$ cat config.mk
export PLATFORM = sky130hd
export DESIGN_NAME = roach_clk_rst_sequencer
export DESIGN_NICKNAME = d
export VERILOG_FILES = /design/src/rtl/roach_clk_rst_pkg.sv /design/src/rtl/roach_sync_2ff.sv /design/src/rtl/roach_clk_rst_sequencer.sv
export SDC_FILE = /design/constraint.sdc
export NUM_CORES = 1
export LEC_CHECK = 0
export BUFFER_PORTS_ARGS = -buffer_cell sky130_fd_sc_hd__clkbuf_2
export CAP_MARGIN = 20
export CORE_MARGIN = 5
export CORE_UTILIZATION = 55
export CTS_BUF_LIST = sky130_fd_sc_hd__clkbuf_16
export DETAILED_ROUTE_END_ITERATION = 8
export HOLD_SLACK_MARGIN = 0.12
export PLACE_DENSITY_LB_ADDON = 0.08
export SLEW_MARGIN = 25
export SYNTH_ARGS = -nofsm -noshare
export SYNTH_HDL_FRONTEND = slang
export SYNTH_HIERARCHICAL = 1
export SYNTH_SLANG_ARGS = --single-unit
$ cat constraint.sdc
create_clock -name epb_clk -period 2.9 [get_ports epb_clk]
set_clock_uncertainty 0.15 [all_clocks]
set_input_delay 0.29 -clock epb_clk [delete_from_list [all_inputs] [get_ports epb_clk]]
set_output_delay 0.29 -clock epb_clk [all_outputs]
set_load 0.03 [all_outputs]
$ cat src/rtl/roach_clk_rst_pkg.sv
// Shared types and widths for the ROACH2 clock/reset sequencer.
package roach_clk_rst_pkg;

  localparam int unsigned CNT_W   = 16;
  localparam int unsigned RETRY_W = 4;
  localparam int unsigned STATE_W = 3;

  typedef logic [STATE_W-1:0] state_t;

  localparam state_t MMCM_RST  = 3'd0;
  localparam state_t WAIT_LOCK = 3'd1;
  localparam state_t SETTLE    = 3'd2;
  localparam state_t IDLY_RST  = 3'd3;
  localparam state_t WAIT_RDY  = 3'd4;
  localparam state_t RUN       = 3'd5;
  localparam state_t RETRY     = 3'd6;
  localparam state_t FAIL      = 3'd7;

  // Asynchronous clock-infrastructure status, synchronised as one bundle
  typedef struct packed {
    logic sys_lock;
    logic aux_lock;
    logic idelay_rdy;
  } clk_status_t;

  localparam logic [RETRY_W-1:0] RETRY_SAT = '1;

  function automatic logic [RETRY_W-1:0] retry_inc(input logic [RETRY_W-1:0] v);
    return (v == RETRY_SAT) ? v : v + RETRY_W'(1);
  endfunction

endpackage

$ cat src/rtl/roach_sync_2ff.sv
// Two-flop synchroniser, async active-low reset to 0.
module roach_sync_2ff #(
  parameter int unsigned WIDTH = 1
) (
  input  logic             clk,
  input  logic             rst_n,
  input  logic [WIDTH-1:0] d,
  output logic [WIDTH-1:0] q
);

  logic [WIDTH-1:0] meta;

  always_ff @(posedge clk or negedge rst_n) begin
    if (!rst_n) begin
      meta <= '0;
      q    <= '0;
    end else begin
      meta <= d;
      q    <= meta;
    end
  end

endmodule

$ cat src/rtl/roach_clk_rst_sequencer.sv
// Start-up sequencer for the ROACH2 MMCMs and IDELAYCTRL; releases the
// system reset only after locks and idelay_rdy are qualified.
module roach_clk_rst_sequencer
  import roach_clk_rst_pkg::*;
#(
  parameter int unsigned MMCM_RST_CYCLES   = 16,
  parameter int unsigned LOCK_TIMEOUT      = 50000,
  parameter int unsigned SETTLE_CYCLES     = 1024,
  parameter int unsigned IDELAY_RST_CYCLES = 64,
  parameter int unsigned RDY_TIMEOUT       = 4096,
  parameter int unsigned MAX_RETRIES       = 3
) (
  input  logic               epb_clk,
  input  logic               epb_rst_n,
  input  logic               sys_clk_lock,
  input  logic               aux_clk_lock,
  input  logic               aux_lock_en,
  input  logic               idelay_rdy,
  input  logic               soft_rst,
  output logic               mmcm_reset,
  output logic               idelay_rst,
  output logic               op_power_on_rst,
  output logic               seq_done,
  output logic               seq_fail,
  output logic               lock_lost,
  output logic [RETRY_W-1:0] retry_count
);

  localparam logic [CNT_W-1:0]   MMCM_LAST   = CNT_W'(MMCM_RST_CYCLES - 1);
  localparam logic [CNT_W-1:0]   LOCK_LAST   = CNT_W'(LOCK_TIMEOUT - 1);
  localparam logic [CNT_W-1:0]   SETTLE_LAST = CNT_W'(SETTLE_CYCLES - 1);
  localparam logic [CNT_W-1:0]   IDLY_LAST   = CNT_W'(IDELAY_RST_CYCLES - 1);
  localparam logic [CNT_W-1:0]   RDY_LAST    = CNT_W'(RDY_TIMEOUT - 1);
  localparam logic [RETRY_W-1:0] RETRY_LIMIT = RETRY_W'(MAX_RETRIES);

  clk_status_t raw_status;
  clk_status_t sync_status;

  assign raw_status.sys_lock   = sys_clk_lock;
  assign raw_status.aux_lock   = aux_clk_lock;
  assign raw_status.idelay_rdy = idelay_rdy;

  roach_sync_2ff #(
    .WIDTH($bits(clk_status_t))
  ) u_status_sync (
    .clk  (epb_clk),
    .rst_n(epb_rst_n),
    .d    (raw_status),
    .q    (sync_status)
  );

  logic lock_ok;
  logic rdy_s;

  assign lock_ok = sync_status.sys_lock & (sync_status.aux_lock | ~aux_lock_en);
  assign rdy_s   = sync_status.idelay_rdy;

  state_t             state_q;
  state_t             state_d;
  logic [CNT_W-1:0]   cnt_q;
  logic [CNT_W-1:0]   cnt_d;
  logic [RETRY_W-1:0] retry_d;
  logic               lost_d;
  logic               mmcm_d;
  logic               idly_d;
  logic               por_d;
  logic               done_d;
  logic               fail_d;

  always_ff @(posedge epb_clk or negedge epb_rst_n) begin
    if (!epb_rst_n) begin
      state_q         <= MMCM_RST;
      cnt_q           <= '0;
      mmcm_reset      <= 1'b1;
      idelay_rst      <= 1'b1;
      op_power_on_rst <= 1'b1;
      seq_done        <= 1'b0;
      seq_fail        <= 1'b0;
      lock_lost       <= 1'b0;
      retry_count     <= '0;
    end else begin
      state_q         <= state_d;
      cnt_q           <= cnt_d;
      mmcm_reset      <= mmcm_d;
      idelay_rst      <= idly_d;
      op_power_on_rst <= por_d;
      seq_done        <= done_d;
      seq_fail        <= fail_d;
      lock_lost       <= lost_d;
      retry_count     <= retry_d;
    end
  end

  // Next state, counter and bookkeeping; outputs are decoded from the next
  // state so each registered output lines up with the state it belongs to.
  always_comb begin
    state_d = state_q;
    retry_d = retry_count;
    lost_d  = lock_lost;
    mmcm_d  = 1'b1;
    idly_d  = 1'b1;
    por_d   = 1'b1;
    done_d  = 1'b0;
    fail_d  = 1'b0;

    case (state_q)
      MMCM_RST: begin
        if (cnt_q == MMCM_LAST) state_d = WAIT_LOCK;
      end
      WAIT_LOCK: begin
        if (lock_ok)                state_d = SETTLE;
        else if (cnt_q == LOCK_LAST) state_d = RETRY;
      end
      SETTLE: begin
        if (!lock_ok)                  state_d = WAIT_LOCK;
        else if (cnt_q == SETTLE_LAST) state_d = IDLY_RST;
      end
      IDLY_RST: begin
        if (!lock_ok)                state_d = RETRY;
        else if (cnt_q == IDLY_LAST) state_d = WAIT_RDY;
      end
      WAIT_RDY: begin
        if (!lock_ok)               state_d = RETRY;
        else if (rdy_s)             state_d = RUN;
        else if (cnt_q == RDY_LAST) state_d = RETRY;
      end
      RUN: begin
        // Losing lock in RUN restarts cleanly and is not a failed attempt
        if (!lock_ok) begin
          lost_d  = 1'b1;
          retry_d = '0;
          state_d = MMCM_RST;
        end else if (!rdy_s) begin
          state_d = MMCM_RST;
        end
      end
      RETRY: begin
        retry_d = retry_inc(retry_count);
        state_d = (retry_d == RETRY_LIMIT) ? FAIL : MMCM_RST;
      end
      FAIL: begin
        state_d = FAIL;
      end
      default: begin
        state_d = MMCM_RST;
      end
    endcase

    if (soft_rst) begin
      state_d = MMCM_RST;
      retry_d = '0;
      lost_d  = 1'b0;
    end

    cnt_d = (soft_rst || (state_d != state_q)) ? '0 : cnt_q + CNT_W'(1);

    case (state_d)
      WAIT_LOCK, SETTLE, IDLY_RST: begin
        mmcm_d = 1'b0;
      end
      WAIT_RDY: begin
        mmcm_d = 1'b0;
        idly_d = 1'b0;
      end
      RUN: begin
        mmcm_d = 1'b0;
        idly_d = 1'b0;
        por_d  = 1'b0;
        done_d = 1'b1;
      end
      FAIL: begin
        fail_d = 1'b1;
      end
      default: begin
        mmcm_d = 1'b1;
      end
    endcase
  end

endmodule

==> out/metrics.yaml, run 1 <==
cp_data_required_time_ps: 2950
synth_mux_area_share_pct: 0.543
clockBufferDepth: 2
status: "finished clean"
cpPeakStageDelay_ps: 520
nNetsFinal: 258
grtUsageTotal_pct: 22.0
fin_crit_ps: 2700
maxCapViolations: 0
drt_iter0_drc: 111
finalSetupViolations: 0
n_antenna_cell: 0
power_density_mw_per_mm2: 440
numCtsBuffers: 5
yosys.area_share.simple_pct: 32.3
cts_tree: "built"
power.static_leakage_nw: 1.01
setup_ws_ps: 204
yosysSeqAreaShare_pct: 42.4
gp_congestion: 0.901
startpoint_type: "register"
row_count: 22
yosysUniqueCellTypes: 50
grt-ovfl-total: 0
ant_nets: 0
fin_area_mm2: 0.00243
avgSynthCellArea_um2: 9.17
clockRootBuffer: "clkbuf_16"
mostFrequentLayoutCells: "32 x dfrtp_1, 27 x nor2_1, 16 x clkbuf_2"
post_cts_buffers: 0
final_common_cell: "dfrtp_1"
coreArea_mm2: 0.00366
critPathSlowestCell: "or4_1"
setup_tns_ps: 0
syn_nets: 235
antenna_found_initial: 0
drv_slew: 0
hpwl_um: 3500
path_class: "register to register"
ioPinCount: 17
relSlewSlack_pct: 44.0
dr_total_vias: 1911
arrival_ps: 2740
synth-compound-area-share_pct: 14.0
ys_ff_latch: 35
grt_pass1_vias: 1871
ir_worst_vdd_v: 0.000381
cts.sinks: 35
floorplan.initialDensity_pct: 56.6
dieWidth_um: 71.4
wirelength_um: 5240
post-route-period-util_pct: 93.0
crit_family: "simple AND/OR/NAND/NOR gates"
htreeDepth: 2
insertion_delay_ps: 280
async_reset_ff_share_pct: 100
dr.pass1.iters: 5
synthAdderAreaFrac_pct: 1.21
crit_buf_inv: 0
worstPathCellList: "or4_1, or4_4, o32ai_2, nor3b_2, o21a_4, or4b_1"
clk_pin_slew_ps: 60
synth_area_mm2: 0.00207
synth_ff_type: "dfrtp_1"
die_height_um: 71.4
area_growth_pct: 17.2
final_hold_viol_count: 0
dieArea_mm2: 0.00510
rsz0062_at_grt: "false"
drt-wirelength-per-cell_um: 17.6
worstPathMaxFanout: 7
detail_route.vias_per_cell: 6.41
synth_top_family_by_area: "simple AND/OR/NAND/NOR gates"
synth_xor_xnor_area_share_pct: 5.49
port_buffers: 16
cp-end-kind: "register"
synthCells: 226
drive_above_1_share_pct: 20.0
synth_edf_count: 0
grt_first_pass_wirelength_um: 8880
grt_max_degree: 36
timing.fmax_mhz: 371
yosysWarnings: 6
place_area_mm2: 0.00223
fill_cells: 319
pre_cts_ws_ps: 202
drc: 0
tightest_slew_ps: 841
hp-class: "register to register"
==> registers in the layout, indices dropped and copies added (netlist names) <==
| name | flops |
|---|---|
| mmcm_reset | 1 |
| state_q | 3 |
| lock_lost | 1 |
| cnt_q | 16 |
| op_power_on_rst | 1 |
| idelay_rst | 1 |
| seq_fail | 1 |
| u_status_sync/meta | 3 |
| retry_count | 4 |
| seq_done | 1 |
| u_status_sync/q | 3 |
==> power by group <==
group          internal (mW)  switching [mW]  total [mW]  leakage, nW
combinational         0.0183          0.0287      0.0470        0.486
clock                  0.316           0.204       0.519       0.0658
sequential             0.497         0.00629       0.503        0.462
total                  0.831           0.239        1.07         1.01
==> final timing paths <==
kind                                      endpoint  cells after the start                   from  slack, ps
worst min register to register  u_status_sync/q[0]                      0  u_status_sync/meta[0]        200
worst min-delay path            u_status_sync/q[0]                      0  u_status_sync/meta[0]        200
min in group asynchronous               state_q[1]                      2              epb_rst_n        500
worst max register to register     op_power_on_rst                      6               cnt_q[5]        200
max in group asynchronous                 cnt_q[4]                      2              epb_rst_n       1570
worst max-delay path               op_power_on_rst                      6               cnt_q[5]        200
==> kinds of logic (layout without fill, tap and decap cells) <==
| family | after synthesis | in the layout |
|---|---|---|
| buffers and inverters | 18 | 42 |
| DFF | 35 | 35 |
| adders and majority gates | 2 | 2 |
| muxes | 1 | 1 |
| and+or+nand+nor | 118 | 118 |
| xor gates and xnor gates | 13 | 13 |
| AOI/OAI and AO/OA | 39 | 39 |
==> synthesized netlist by cell type, types with 2 or more instances <==
| cell | number | area, um^2 |
|---|---|---|
| or4_1 | 2 | 15.0 |
| nand2_1 | 13 | 48.8 |
| nor3_1 | 6 | 30.0 |
| o21ai_0 | 7 | 35.0 |
| clkbuf_1 | 11 | 41.3 |
| a21o_1 | 2 | 15.0 |
| buf_6 | 2 | 22.5 |
| nor3b_1 | 4 | 30.0 |
| dfstp_2 | 3 | 78.8 |
| ha_1 | 2 | 25.0 |
| inv_1 | 4 | 15.0 |
| nand3_1 | 15 | 75.1 |
| xnor2_1 | 5 | 43.8 |
| nand3b_1 | 2 | 15.0 |
| nor4b_1 | 9 | 78.8 |
| nand2b_1 | 4 | 25.0 |
| dfrtp_1 | 32 | 801 |
| o31ai_1 | 3 | 22.5 |
| a31oi_1 | 4 | 25.0 |
| xor2_1 | 8 | 70.1 |
| and2_1 | 2 | 12.5 |
| or2_2 | 2 | 12.5 |
| a41oi_1 | 3 | 26.3 |
| a21oi_1 | 8 | 40.0 |
| nor4_1 | 7 | 43.8 |
| nor2b_1 | 2 | 12.5 |
| or3_1 | 3 | 18.8 |
| nor2_1 | 27 | 101 |
| nand4_1 | 13 | 81.3 |
==> final cells by class <==
cell class	count	area, um^2	area share (%)
Clock inverter	3	20.0	0.824
Multi-Input combinational cell	173	1120	46.2
Clock buffer	5	125	5.15
Inverter	4	15.0	0.618
Tap cell	48	60.1	2.47
Sequential cell	35	880	36.2
Timing Repair Buffer	30	208	8.55
==> worst reg2reg max path, delay by kind of cell (launching register included) <==
kind               cells  cell delay, ps
and+or+nand+nor        4            1580
DFF                    1             450
AOI/OAI and AO/OA      2             440
==> timing repair <==
item	CTS	global route
hold buffers	4	0
gates resized for setup	0	2
endpoints found under the hold margin	35	0
endpoints found under the setup margin	0	3
==> metrics by stage <==
step	hold slack, ps	std cells	util (%)	power, mW
2_1_floorplan	-156	226	-	0.533
6_report	196	298	66.4	1.07
3_3_place_gp	182	286	61.0	0.553
4_1_cts	198	298	66.1	1.08
3_5_place_dp	185	286	61.0	0.554
5_1_grt	204	298	66.4	1.11
==> per-layer routing <==
metal  global-route usage, %  vias up  wire length (um)
met4                    9.39        0               114
met3                    5.05       12               308
li1                        -      891                 -
met5                       0        -                 0
met1                    29.0      933              2250
met2                    34.7       75              2570
Power figures use the tool's default switching activity.
==> run 2, diff against run 1 <==
- CORE_UTILIZATION: 55 -> 32
==> run 2 against run 1 <==
  * Sequential share of layout area decreased by 0.80 points
  * Setup slack improved by 14 ps
  * Final cell count increased by 12%
  * First-iteration DRC count decreased by 31%
  * Non-clock buffer count increased by 6
  * Design area increased by 2.3%
  * Die area increased by 61%
  * Routed wire length increased by 2.5%
  * Count of clock-buffer cells in the layout unchanged
  * Largest cell class unchanged
==> out/metrics.yaml, run 2 (same netlist as run 1, synthesis figures left out) <==
worstPathMaxFanout: 5  # -2
dr_total_vias: 1812  # -5.2%
final_cells: 333  # +12%
reg.largest.list: "cnt_q (16), retry_count (4)"
coreArea_mm2: 0.00631  # +72%
row_count: 29  # +32%
gp_congestion: 0.821  # -8.8%
timing.fmax_mhz: 373  # +0.54%
final_hold_viol_count: 0  # unchanged
dieArea_mm2: 0.00819  # +61%
tightest_slew_ps: 880  # +39.0 ps
maxCapViolations: 0  # unchanged
grt_pass1_vias: 1837  # -1.8%
dr.pass1.iters: 4  # -1
area_growth_pct: 19.9
arrival_ps: 2720  # -20 ps
rsz0062_at_grt: "false"
clockBufferDepth: 2  # unchanged
dieWidth_um: 90.5  # +27%
fin_crit_ps: 2680  # -14.5 ps
grt_first_pass_wirelength_um: 9190  # +3.5%
finalSetupViolations: 0  # unchanged
floorplan.initialDensity_pct: 32.8  # -24 points
mostFrequentLayoutCells: "32 x dfrtp_1, 27 x nor2_1, 16 x clkbuf_2, 16 x buf_4, 15 x nand3_1"
relSlewSlack_pct: 41.4  # -2.6 points
busiest_layer: "met2"
setup_tns_ps: 0  # unchanged
cts_tree: "built"
detail_route.vias_per_cell: 5.44  # -15%
drv_slew: 0  # unchanged
antenna_found_initial: 0  # unchanged
hpwl_um: 3710  # +6.0%
cp-end-kind: "register"
numCtsBuffers: 5  # unchanged
htreeDepth: 2  # unchanged
cts.sinks: 35  # unchanged
nNetsFinal: 264  # +2.3%
drive_above_1_share_pct: 20.7  # +0.70 points
die_height_um: 90.5  # +27%
startpoint_type: "register"
ioPinCount: 17  # unchanged
met1_usage_pct: 18.6  # -10 points
port_buffers: 16  # unchanged
drt-wirelength-per-cell_um: 16.1  # -8.2%
ant_nets: 0  # unchanged
drt_iter0_drc: 77  # -31%
status: "finished clean"
n_antenna_cell: 0  # unchanged
clockRootBuffer: "clkbuf_16"
grt_max_degree: 36  # unchanged
met2_usage_pct: 21.9  # -13 points
final_core_util_pct: 39.4  # -27 points
ir_worst_vdd_v: 0.000192  # -50%
wirelength_um: 5370  # +2.5%
hp-class: "register to register"
drc: 0  # unchanged
use_met3_pct: 2.83  # -2.2 points
clk_pin_slew_ps: 50  # about the same
grt-ovfl-total: 0  # unchanged
path_class: "register to register"
power.static_leakage_nw: 1.05  # +3.8%
power_density_mw_per_mm2: 422  # -4.1%
insertion_delay_ps: 270  # about the same
post-route-period-util_pct: 92.5  # -0.50 points
grtUsageTotal_pct: 13.7  # -8.3 points
rrSetupSlack_ps: 220  # about the same
largest_reg_flops: 16  # unchanged
final_common_cell: "dfrtp_1"
cp_data_required_time_ps: 2940  # about the same
fill_cells: 655  # +110%
largest_register: "cnt_q"
post-place-cells: 321  # +12%
==> run 2: cell types whose count changed in the layout (fill, tap and decap cells not counted), sizes merged <==
cell | previous run | this run
inv | 4 | 6
clkinvlp | 2 | 0
buf | 10 | 16
==> run 2: worst paths after layout <==
kind | from | to | cells past startpoint
worst min register to register | u_status_sync/meta[1] | u_status_sync/q[1] | 0
worst max-delay path | cnt_q[7] | op_power_on_rst | 6
worst max register to register | cnt_q[7] | op_power_on_rst | 6
worst min-delay path | u_status_sync/meta[1] | u_status_sync/q[1] | 0
min in group asynchronous | epb_rst_n | seq_done | 2
max in group asynchronous | epb_rst_n | cnt_q[2] | 2
==> run 2: worst max-delay path, cell delays in order, from the launching register on <==
cell,delay (ps)
dfrtp_1,410
or3_1,420
or4_4,550
o32ai_2,300
nor3b_2,100
o21a_4,140
or4b_1,520
==> run 2: cell type report <==
type	instances	area, um^2	area share [%]
well taps	77	96.3	3.88
flip-flops and latches	35	880	35.4
repair buffers	36	240	9.67
clock inverters	3	12.5	0.504
inverters	4	15.0	0.604
clock buffers	5	125	5.04
multi-input cells	173	1120	44.9
==> run 2: power by group <==
group	total (mW)	leakage [nW]	switching (mW)	internal, mW
Sequential	0.503	0.462	0.00625	0.497
Combinational	0.0469	0.515	0.0286	0.0182
Clock	0.499	0.0762	0.189	0.310
Total	1.05	1.05	0.224	0.825
==> run 2: layer usage <==
metal,share of wire (%),vias to the layer above
li1,-,906
met1,50,880
met2,46,21
met3,2.7,5
met4,0.91,0
met5,0,-
==> run 2: stage by stage <==
stage               hold slack, ps  power [mW]  setup slack (ps)  area (um^2)
CTS                            195        1.07               214         2480
floorplan                     -156       0.533               183         2070
finish                         196        1.05               218         2480
detailed placement             185       0.556               231         2300
global route                   200        1.09              55.9         2480
global placement               183       0.556               212         2300
==> run 2: repair_timing <==
action | 4_1_cts | 5_1_grt
resized for setup | 0 | 1
endpoints found under the hold margin | 35 | 0
buffers inserted | 0 | 0
hold buffers | 4 | 0
setup endpoints to repair | 0 | 1
